$ cat src/rtl/bit_packer.sv
`default_nettype none
// ============================================================================
// Module      : bit_packer
// Description : Packs variable-length fields (0..15 bits) MSB-first into
//               32-bit words, buffered in a show-ahead output FIFO with
//               valid/stall flow control. Flush emits a left-aligned,
//               zero-padded partial word.
// Revision    : 1.0 - initial release
// ============================================================================
module bit_packer #(
    parameter int ODEPTH = 4,
    parameter int OAW    = 2
) (
    input  logic        clock,
    input  logic        RstN,
    input  logic        pushin,
    input  logic [3:0]  lenin,
    input  logic [14:0] datain,
    input  logic        flush,
    output logic        stall,
    output logic        pushout,
    output logic [31:0] dataout,
    output logic [5:0]  bitsout,
    input  logic        stallin
);

    localparam logic [OAW:0]   c_full_count = (OAW+1)'(ODEPTH);
    localparam logic [OAW:0]   c_cnt_one    = (OAW+1)'(1);
    localparam logic [OAW-1:0] c_ptr_one    = OAW'(1);

    // Accumulator: left-aligned bits plus a count of valid bits (0..31)
    logic [31:0]    r_acc;
    logic [4:0]     r_acc_bits;
    logic           r_flush_pending;

    // Output FIFO: each entry holds {word, valid bit count}
    logic [37:0]    r_mem [ODEPTH];
    logic [OAW-1:0] r_wptr;
    logic [OAW-1:0] r_rptr;
    logic [OAW:0]   r_count;

    logic [14:0]    w_mask;
    logic [14:0]    w_field;
    logic [5:0]     w_total;
    logic [6:0]     w_shamt;
    logic [63:0]    w_wide;
    logic           w_accept;
    logic           w_flush_req;
    logic           w_do_flush;
    logic           w_wr;
    logic           w_rd;
    logic [37:0]    w_wr_data;
    logic [37:0]    w_head;

    assign stall   = (r_count == c_full_count);
    assign pushout = (r_count != '0);
    assign w_rd    = pushout & ~stallin;

    // Field masking, append position and word/flush write decisions
    always_comb begin
        w_mask      = ~(15'h7FFF << lenin);
        w_field     = datain & w_mask;
        w_accept    = pushin & ~stall & (lenin != 4'd0);
        // Six bits wide: 31 + 15 = 46 must not wrap
        w_total     = {1'b0, r_acc_bits} + {2'b00, lenin};
        // Shift that lands the field MSB at bit (63 - acc_bits) of a 64-bit window
        w_shamt     = 7'd64 - {1'b0, w_total};
        w_wide      = {r_acc, 32'h0} | ({49'h0, w_field} << w_shamt);
        w_flush_req = flush | r_flush_pending;
        w_do_flush  = w_flush_req & ~w_accept & ~stall;
        w_wr        = (w_accept & w_total[5]) | (w_do_flush & (r_acc_bits != 5'd0));
        w_wr_data   = w_accept ? {w_wide[63:32], 6'd32}
                               : {r_acc, 1'b0, r_acc_bits};
    end

    // Accumulator, pending-flush flag and FIFO pointers/occupancy
    always_ff @(posedge clock or posedge RstN) begin
        if (RstN) begin
            r_acc           <= '0;
            r_acc_bits      <= '0;
            r_flush_pending <= 1'b0;
            r_wptr          <= '0;
            r_rptr          <= '0;
            r_count         <= '0;
        end else begin
            if (w_accept) begin
                // Bits past a completed word stay left-aligned in the low half
                r_acc      <= w_total[5] ? w_wide[31:0] : w_wide[63:32];
                r_acc_bits <= w_total[4:0];
            end else if (w_do_flush) begin
                r_acc      <= '0;
                r_acc_bits <= '0;
            end
            r_flush_pending <= w_flush_req & ~w_do_flush;
            if (w_wr) r_wptr <= r_wptr + c_ptr_one;
            if (w_rd) r_rptr <= r_rptr + c_ptr_one;
            case ({w_wr, w_rd})
                2'b10:   r_count <= r_count + c_cnt_one;
                2'b01:   r_count <= r_count - c_cnt_one;
                default: r_count <= r_count;
            endcase
        end
    end

    // FIFO storage; contents are don't-care while the entry is not counted
    always_ff @(posedge clock) begin
        if (w_wr) r_mem[r_wptr] <= w_wr_data;
    end

    // Show-ahead head entry, forced to zero when the buffer is empty
    always_comb begin
        w_head  = r_mem[r_rptr];
        dataout = pushout ? w_head[37:6] : 32'h0;
        bitsout = pushout ? w_head[5:0]  : 6'd0;
    end

endmodule
`default_nettype wire

$ cat config.mk
export PLATFORM = sky130hd
export DESIGN_NAME = bit_packer
export DESIGN_NICKNAME = d
export VERILOG_FILES = /design/src/rtl/bit_packer.sv
export SDC_FILE = /design/constraint.sdc
export NUM_CORES = 1
export LEC_CHECK = 0
export CAP_MARGIN = 5
export CORE_MARGIN = 1
export CORE_UTILIZATION = 38
export DETAILED_ROUTE_END_ITERATION = 7
export GPL_ROUTABILITY_DRIVEN = 0
export PLACE_DENSITY = 0.64
export SLEW_MARGIN = 40
export SYNTH_ARGS = -nofsm -noshare
export SYNTH_HDL_FRONTEND = slang
export SYNTH_SLANG_ARGS = --single-unit
$ cat constraint.sdc
create_clock -name clock -period 4.4 [get_ports clock]
set_input_delay 0.88 -clock clock [delete_from_list [all_inputs] [get_ports clock]]
set_output_delay 0.88 -clock clock [all_outputs]
set_load 0.01 [all_outputs]
* Word-level counts from Yosys, hierarchy flattened
Memories as Yosys holds them, arrays and structs flattened.
Cells that the tools add are included.
** Word-level totals
- Flip-flop bits (word level) :: 45
- RAM bits :: 152
- Input port bits :: 24
- Output and inout bits :: 40
- Logic and storage cells :: 51
- Memories kept :: 1
** Operators by class
- Add/subtract/negate cells :: 6
- Eq/ne operators :: 3
- Shifts and indexed selects :: 2
- Muxes and demuxes :: 11
- Bitwise logic cells :: 17
- Reduce and logical (&&, ||, !) cells :: 5
** Memories
- r_mem :: depth 4, bits a word 38, rd ports 1, clocked after memory_dff 0, wr ports 1, line 37 : logic [37:0] r_mem [ODEPTH];
** Operator list (count)
- two-way mux 32 bit :: 4
- OR 64 bit :: 1
- left shift 15 x 7 -> 64 bit :: 1
- two-way mux 38 bit :: 1
- bitwise AND 15 bit :: 1
- inverter 15 bit :: 1
- left shift 15 x 4 -> 15 bit, first input constant :: 1
- two-way mux 5 bit :: 2
- bitwise AND 1 bit :: 8
- subtractor 7 x 6 -> 7 bit, first input constant :: 1
- adder 5 x 4 -> 6 bit :: 1
- two-way mux 6 bit :: 1
- one-hot mux 3 bit (2 select lines) :: 1
- nonzero test 5 bit :: 1
- adder 2 x 1 -> 2 bit, second input constant :: 2
- inverter 1 bit :: 4
- nonzero test 2 bit :: 2
- nonzero test 4 bit :: 1
- adder 3 x 1 -> 3 bit, second input constant :: 1
- == test 3 bit, second input constant :: 1
- nonzero test 3 bit :: 1
- subtractor 3 x 1 -> 3 bit, second input constant :: 1
- == test 2 x 1 -> 1 bit, second input constant :: 1
- == test 2 bit, second input constant :: 1
- 2 further kinds :: 4

* Logic depth before layout (Yosys ltp)
Gate-level depths: netlist of the first run.
- Word-level depth :: 11
- Depth in mapped cells :: 15
- Mapped depth without buffers :: 13

* Worst setup path before layout of the first run
No wires, ideal clock.
- Path type :: input to register
- Start :: input port lenin[1]
- End :: memory r_mem[0][26], data pin
- Setup time :: 0.263 ns
- Data arrival time :: 3.897 ns
- Path slack :: 0.240 ns
- Stages on the path :: 13
- Path buffers :: 3
- Path through :: buf_2 -> clkbuf_1 -> inv_1 -> fa_1 -> ha_1 -> buf_2 -> mux2_2 -> a32o_1 -> a22oi_1 -> mux2i_1 -> mux2_2 -> a21o_1 -> a21o_1
** Between the ends
- Word-level cells in the longest chain between the ends :: 6
- Elaborated cells on any way between the ends :: 10
- Those cells by class :: add/sub (2); shift (2); mux (1); bitwise (4); reduce/logical (1)
** RTL lines
- start, declared :: line 17 : input logic [3:0] lenin,
- parallel branches: the longest is 5 deep, another holds subtractor 7 x 6 -> 7 bit
- two-way mux 38 bit * :: line 72 : w_wr_data = w_accept ? {w_wide[63:32], 6'd32}
- net w_wr_data[26] :: line 52 : logic [37:0] w_wr_data;
- end, declared :: line 37
Mark *: on every way through the listed nets, which the timed path passes.

* Final worst setup path of the first run
- Start :: input port lenin[0]
- End :: memory r_mem[0][10], data pin
The elaborated chain is that of the path after synthesis.

==> results of run 1 <==
[cell usage in the layout (no fill, tap or decap), types with 6 or more instances in the layout]
cell,instances
edfxtp_1,152
buf_4,73
clkdlybuf4s50_1,63
dfrtp_1,44
nor2b_1,42
mux4_2,38
nand2_1,37
o21ai_0,31
nor2_1,29
nand3_1,26
a21o_1,24
a21oi_1,23
inv_1,22
a22o_1,17
clkbuf_16,17
mux2i_1,14
nor3_1,12
and3_1,10
o21a_1,10
o22ai_1,9
ha_1,9
mux2_2,8
buf_12,8
a31oi_1,6
o211ai_1,6
nand4_1,6
nand2b_1,6
[routing by layer]
layer | track usage (%) | vias to the layer above | share of wire [%]
li1 | - | 3072 | -
met1 | 26.1 | 3248 | 47
met2 | 29.0 | 169 | 47
met3 | 2.43 | 25 | 3.8
met4 | 6.09 | 0 | 2.1
met5 | 0 | - | 0
[logic make-up after synthesis]
family / Yosys count
xor gates and xnor gates: 11
muxes: 60
and+or+nand+nor: 192
adders and majority gates: 12
DFF: 197
AOI/OAI and AO/OA: 190
buffers and inverters: 71
[path summary, 6_finish.rpt]
check	endpoint	slack (ns)	depth (start not counted)
hold / removal	r_acc[26]	0.48	2
setup reg to reg	r_mem[0][10]	0.65	12
setup / recovery	r_mem[0][10]	0.16	13
hold reg to reg	r_acc[26]	0.48	2
min in group asynchronous	r_acc[5]	0.88	2
max in group asynchronous	r_acc[18]	2.80	3
[flip-flops by register name, summed over array words and instances, names as in the netlist]
name             flops
r_acc               32
r_acc_bits           5
r_count              3
r_flush_pending      1
r_mem              152
r_rptr               2
r_wptr               2
[layout make-up]
class                      instances  area, sq um
clock inverter                    11          136
multi-input combinational        465         3760
tap                              330          413
clock buffer                      21          460
inverter                          24         90.1
timing repair buffer             144         1340
fill                            2249        13200
sequential                       197         5690
[metrics by stage]
stage / setup slack (ns) / hold slack, ns
global route: 0.00904 / 0.518
floorplan: 0.240 / 0.444
finish: 0.155 / 0.478
detailed placement: -0.300 / 0.465
global placement: -0.202 / 0.456
CTS: 0.143 / 0.479
[critical path: stages]
cell and delay (ns):
clkdlybuf4s50_1 0.49, ha_1 0.18, inv_1 0.06, fa_1 0.47, ha_2 0.40, buf_12 0.14
mux2_2 0.33, a32o_1 0.23, a22oi_1 0.23, mux2i_1 0.15, mux2_2 0.29, a32oi_1 0.30
o21ai_0 0.22
[power breakdown]
part	internal, mW	switching (mW)
clock network	0.882	0.679
registers	2.78	0.200
logic	2.84	3.29
[what timing repair did]
action / CTS / global route
endpoints found under the hold margin: 0 / 0
setup endpoints to repair: 0 / 36
resized for setup: 0 / 4
==> results.md, run 1 <==
* CTS tree: built
* Number of buffers inserted by port buffering at between 60 and 70
* Wire length of the first global-routing pass at roughly 37 mm
* Average size of a mapped cell at 13.3 sq um
* Timing startpoint of the critical path: lenin[0]
* # clock sinks at 197
* Crit Path Category: input pin to flip-flop
* Via count of the first global-routing pass at ~6,500
* Total number of nets in the final design at about 890
* Pleak at 4.53 nW
* Post-synthesis sequential area ratio at 58.5%
* Instance count of the mapped netlist at 733
* Area delta synth->final at 22.3%
* Routed length per instance at between 15 and 20 um
* Router iterations before antenna repair at 6
* Async SR Flop Fraction at a little under a quarter
* Detailed placer's ending HPWL at between 15 and 20 mm
* Pin count of the biggest net entering global routing at a little over 40
* CTS root buf: clkbuf_16
* Req. time, crit path at between 4 and 5 ns
* Share of the clock period used by the worst path at a little under 100%
* Hold path startpoint: r_acc[26]
* Layout Utilization at between 40% and 50%
* Most common library cells after synthesis: edfxtp_1, dfrtp_1, nor2b_1, mux4_2, nand2_1
* Iter 0 DRT Violations at ~430
* Count of maximum capacitance violations at 0
* Antenna fix cells at 0
* XOR/XNOR Fraction of Synth Area at 1.29%
* Final Routed Wirelength at ~23 mm
* Synthesized netlist net count at between 700 and 800
* Power Total at roughly 11 mW
* Largest family of logic cells by synthesized area: compound AO/OA/AOI/OAI gates
* Post-detailed-placement cell area at approximately 11,000 sq um
* Routed via count divided by cell count at about 5.5
* Die Height at 162 um
* Post-layout instance area at approximately 12,000 sq um
* Maximum clock skew at final layout at between 0.01 and 0.015 ns
* Initial antenna violation count at 0
* Max-slew headroom at the worst pin at approximately half
* Arrival time worst endpoint at between 4 and 5 ns
* Cell taking the most area after synthesis: edfxtp_1
* Count of buffers added by post-CTS timing repair for setup at 0
* Clock transition at the register clock pins on the worst setup and hold paths after CTS at 0.06 ns
* Maximum root-to-sink buffer count at 2
* Number of buffers created by CTS at 17
* Congestion Overflow GR at 0
* Achievable clock frequency at between 200 and 250 MHz
* Placeable core region at 25,100 sq um
* Overall fraction of global-route tracks in use at 18.3%
* Non-filler instance count after layout at ~1,200
* Simple logic cell fraction of the synthesized area at roughly a tenth
* Final hold vios at 0
* Primary flip-flop cell chosen by synthesis mapping: edfxtp_1
* Width of the die at between 150 and 200 um
* Startpoint of the worst-slack reg-to-reg timing path: r_acc_bits[0]
* Run status: complete, no violations
* Synthesized-area fraction occupied by ao, oa, aoi and oai cells at between 10% and 20%
* Setup tns final at 0 ns
* Area of the die at ~26,000 sq um
* Peak fanout along the critical path at 12
* Total I/O pin count at 64
* Maximum ir drop on the vdd rail at 368 uV
* Floorplan row count at 58
* Cell Pwr Density at about 900 nW/um^2
* Initial Utilization at 38.7%
* H-tree levels at 4
* CP startpoint kind: input pin
* Tightest Pin Transition at between 0.7 and 0.8 ns
* Number of synthesized flops with an enable pin at ~150
* Warnings from Yosys at 0
* Fraction of layout instances using a drive strength above 1 at 20.5%
* Final number of max-transition violations at 0
* Number of vias after detailed routing at 6,514
* Antenna-violating nets left at 0
* Adder-cell share of the synthesized area at 1.70%
* Sort of element at the end of the critical path: flip-flop
* Top post-synthesis cells by area: edfxtp_1, dfrtp_1, mux4_2
* Path class of the lowest-slack min-delay path: flip-flop to flip-flop
* Final critical delay including setup and external delays at between 4 and 5 ns
* Clock insertion delay at the later pin of the skew report at between 0.4 and 0.5 ns
* Number of different library cells in the post-synthesis netlist at 70
* Fraction of post-synthesis cell area in the top cell type by area at 46.9%
* Cell area after synthesis at between 9000 and 10,000 sq um
* DR DRC count at 0
* Number of setup violations in the final report at 0
* Inst Count DP at around 1,200
* Setup repair after global routing missed its margin: no
* Most used standard cell by instance count after synthesis: edfxtp_1
* CTS hold repair buffers at 0
* Multiplexer share of the synthesized area at 11.2%
* Number of register bits inferred by synthesis at 197
No activity file was read; power rests on OpenSTA's default activity.
==> run 2: changes to the inputs <==
- clock period: 4.4 -> 5.3 ns (I/O delays scaled with it)
==> results.md, run 2 (synthesis results as in run 1) <==
* Run status: complete, no violations
* Antenna-violating nets left at 0 (unchanged)
* Max-slew headroom at the worst pin at 53.0% (+1.2 points)
* Share of the clock period used by the worst path at 87.8%
* Final hold vios at 0 (unchanged)
* Largest registers: r_mem x152, r_acc x32, r_acc_bits x5
* Most frequent cells in the layout: edfxtp_1, clkdlybuf4s50_1, dfrtp_1
* Detailed placer's ending HPWL at 15.3 mm (-4.3%)
* Clock insertion delay at the later pin of the skew report at 0.44 ns (about the same)
* Net switching power of the design at 3.40 mW (-18%)
* Pleak at 4.28 nW (-5.5%)
* Iter 0 DRT Violations at 568 (+31%)
* Inst Count DP at 1,115 (-3.9%)
* CP startpoint kind: input pin
* Path class of the lowest-slack min-delay path: flip-flop to flip-flop
* Number of flip-flops under the largest register name at 152 (unchanged)
* Commonest non-fill, non-tap cell in the layout: edfxtp_1
* Share of power burned in the clock network at 15.1% (+0.5 points)
* Number of vias after detailed routing at 6,436 (-1.2%)
* Maximum clock skew at final layout at 0.0158 ns (+0.00348 ns)
* Clock transition at the register clock pins on the worst setup and hold paths after CTS at 0.07 ns (about the same)
* H-tree levels at 4 (unchanged)
* Part of the power in registers at 30.0% (+2.1 points)
* Cell Pwr Density at 725 nW/um^2 (-19%)
* Sort of element at the end of the critical path: flip-flop
* DR DRC count at 0 (unchanged)
* Count of maximum capacitance violations at 0 (unchanged)
* Hold_ws at 0.478 ns (+0.000262 ns)
* Total number of nets in the final design at 840 (-5.1%)
* Wire length of the first global-routing pass at 35.6 mm (-2.7%)
* Area delta synth->final at 18.0%
* Number of buffers inserted by port buffering at 63 (unchanged)
* Setup repair after global routing missed its margin: no
* Setup slack of the most critical reg-to-reg path at 1.30 ns (+0.65 ns)
* Non-filler instance count after layout at 1,147 (-3.8%)
* Congestion Overflow GR at 0 (unchanged)
* Floorplan row count at 58 (unchanged)
* Post_cts resized at 0 (unchanged)
* Internal power contribution at 4.91 mW (-24%)
* Peak fanout along the critical path at 18 (+6)
* Router iterations before antenna repair at 6 (unchanged)
* Overall fraction of global-route tracks in use at 17.8% (-0.59 points)
* Final critical delay including setup and external delays at roughly 4.7 ns
* CTS root buf: clkbuf_16
* Via count of the first global-routing pass at 6,281 (-3.7%)
* Area of the die at 26,200 sq um (unchanged)
* Maximum root-to-sink buffer count at 2 (unchanged)
* Final Routed Wirelength at 22.3 mm (-2.3%)
* CTS hold repair buffers at 0 (unchanged)
* Placeable core region at 25,100 sq um (unchanged)
* Die Height at 162 um (unchanged)
* Initial antenna violation count at 0 (unchanged)
* Antenna fix cells at 0 (unchanged)
* Fraction of layout instances using a drive strength above 1 at 15.9% (-4.6 points)
* Total I/O pin count at 64 (unchanged)
* Initial Utilization at 38.7% (unchanged)
* Width of the die at 162 um (unchanged)
* Worst reg-to-reg path cell count at 13 (+1)
* Setup tns final at 0 ns (unchanged)
* # clock sinks at 197 (unchanged)
* Routed via count divided by cell count at 5.61 (+2.7%)
* Number of setup violations in the final report at 0 (unchanged)
* Cell depth of the worst hold path at 2 (unchanged)
* CTS tree: built
* Achievable clock frequency at approximately 210 MHz
* Largest register by flop count: r_mem
* Final number of max-transition violations at 0 (unchanged)
* Count of buffers added by post-CTS timing repair for setup at 0 (unchanged)
* Combinational power share at 54.9% (-2.6 points)
* Maximum ir drop on the vdd rail at 358 uV (-2.8%)
* Number of buffers created by CTS at 17 (unchanged)
* Arrival time worst endpoint at 4.83 ns (+0.46 ns)
* Crit Path Category: input pin to flip-flop
* Routed length per instance at 19.4 um (+1.5%)
* Switching share of total power at 40.9% (+1.8 points)
* Pin count of the biggest net entering global routing at 46 (+12%)
* Tightest Pin Transition at 0.687 ns (-0.0343 ns)
* Req. time, crit path at 5.47 ns (+0.94 ns)
[run 2: final timing paths]
path	end	from
worst max-delay path	r_mem[2][17]	lenin[0]
worst min-delay path	r_acc[26]	r_acc[26]
worst max register to register	r_mem[2][17]	r_acc_bits[0]
worst min register to register	r_acc[26]	r_acc[26]
max in group asynchronous	r_rptr[0]	RstN
min in group asynchronous	r_wptr[0]	RstN
[run 2: critical path, cell delays in order]
cell and delay (ns):
clkdlybuf4s50_1 0.48, ha_1 0.17, inv_1 0.06, fa_1 0.48, ha_1 0.66, buf_4 0.26, nor2b_1 0.08, buf_4 0.14
o21ai_0 0.07, o211ai_1 0.15, o22ai_1 0.45, o21a_1 0.20, a22oi_1 0.10, o21ai_0 0.44
[run 2: layer usage]
| layer | track usage [%] | vias up | routed length [um] |
|---|---|---|---|
| met5 | 0 | - | 0 |
| met4 | 5.23 | 0 | 433 |
| met3 | 2.86 | 30 | 1300 |
| met2 | 27.2 | 244 | 10100 |
| met1 | 26.0 | 3172 | 10400 |
| li1 | - | 2990 | - |
[run 2: per-stage QoR]
step / total power [mW] / setup WS, ns / util (%) / area, sq um
after floorplan: 5.46 / 0.960 / - / 9730
after global placement: 7.02 / 0.334 / 43.4 / 10900
after detailed placement: 7.06 / 0.221 / 43.4 / 10900
after CTS: 8.33 / 0.702 / 45.7 / 11500
after global routing: 8.82 / 0.374 / 45.7 / 11500
final: 8.32 / 0.646 / 45.7 / 11500
[run 2: area by class of cell]
type / count / area, sq um
Inverter: 24 / 90.1
Timing Repair Buffer: 99 / 951
Fill cell: 2287 / 13600
Clock inverter: 13 / 128
Tap cell: 330 / 413
Multi-Input combinational cell: 465 / 3750
Sequential cell: 197 / 5690
Clock buffer: 19 / 453
[run 2: power groups by stage]
stage / logic, mW / clock network, mW / registers (mW)
floorplan: 3.03 / 0 / 2.43
global placement: 4.51 / 0 / 2.52
detailed placement: 4.53 / 0 / 2.53
CTS: 4.55 / 1.28 / 2.50
global route: 4.93 / 1.35 / 2.54
finish: 4.57 / 1.26 / 2.49
==> run 3: changes to the inputs <==
- CORE_MARGIN: 1 -> unset
==> results of run 3 <==
The final DEF is identical to that of run 2; final timing and power are the same.
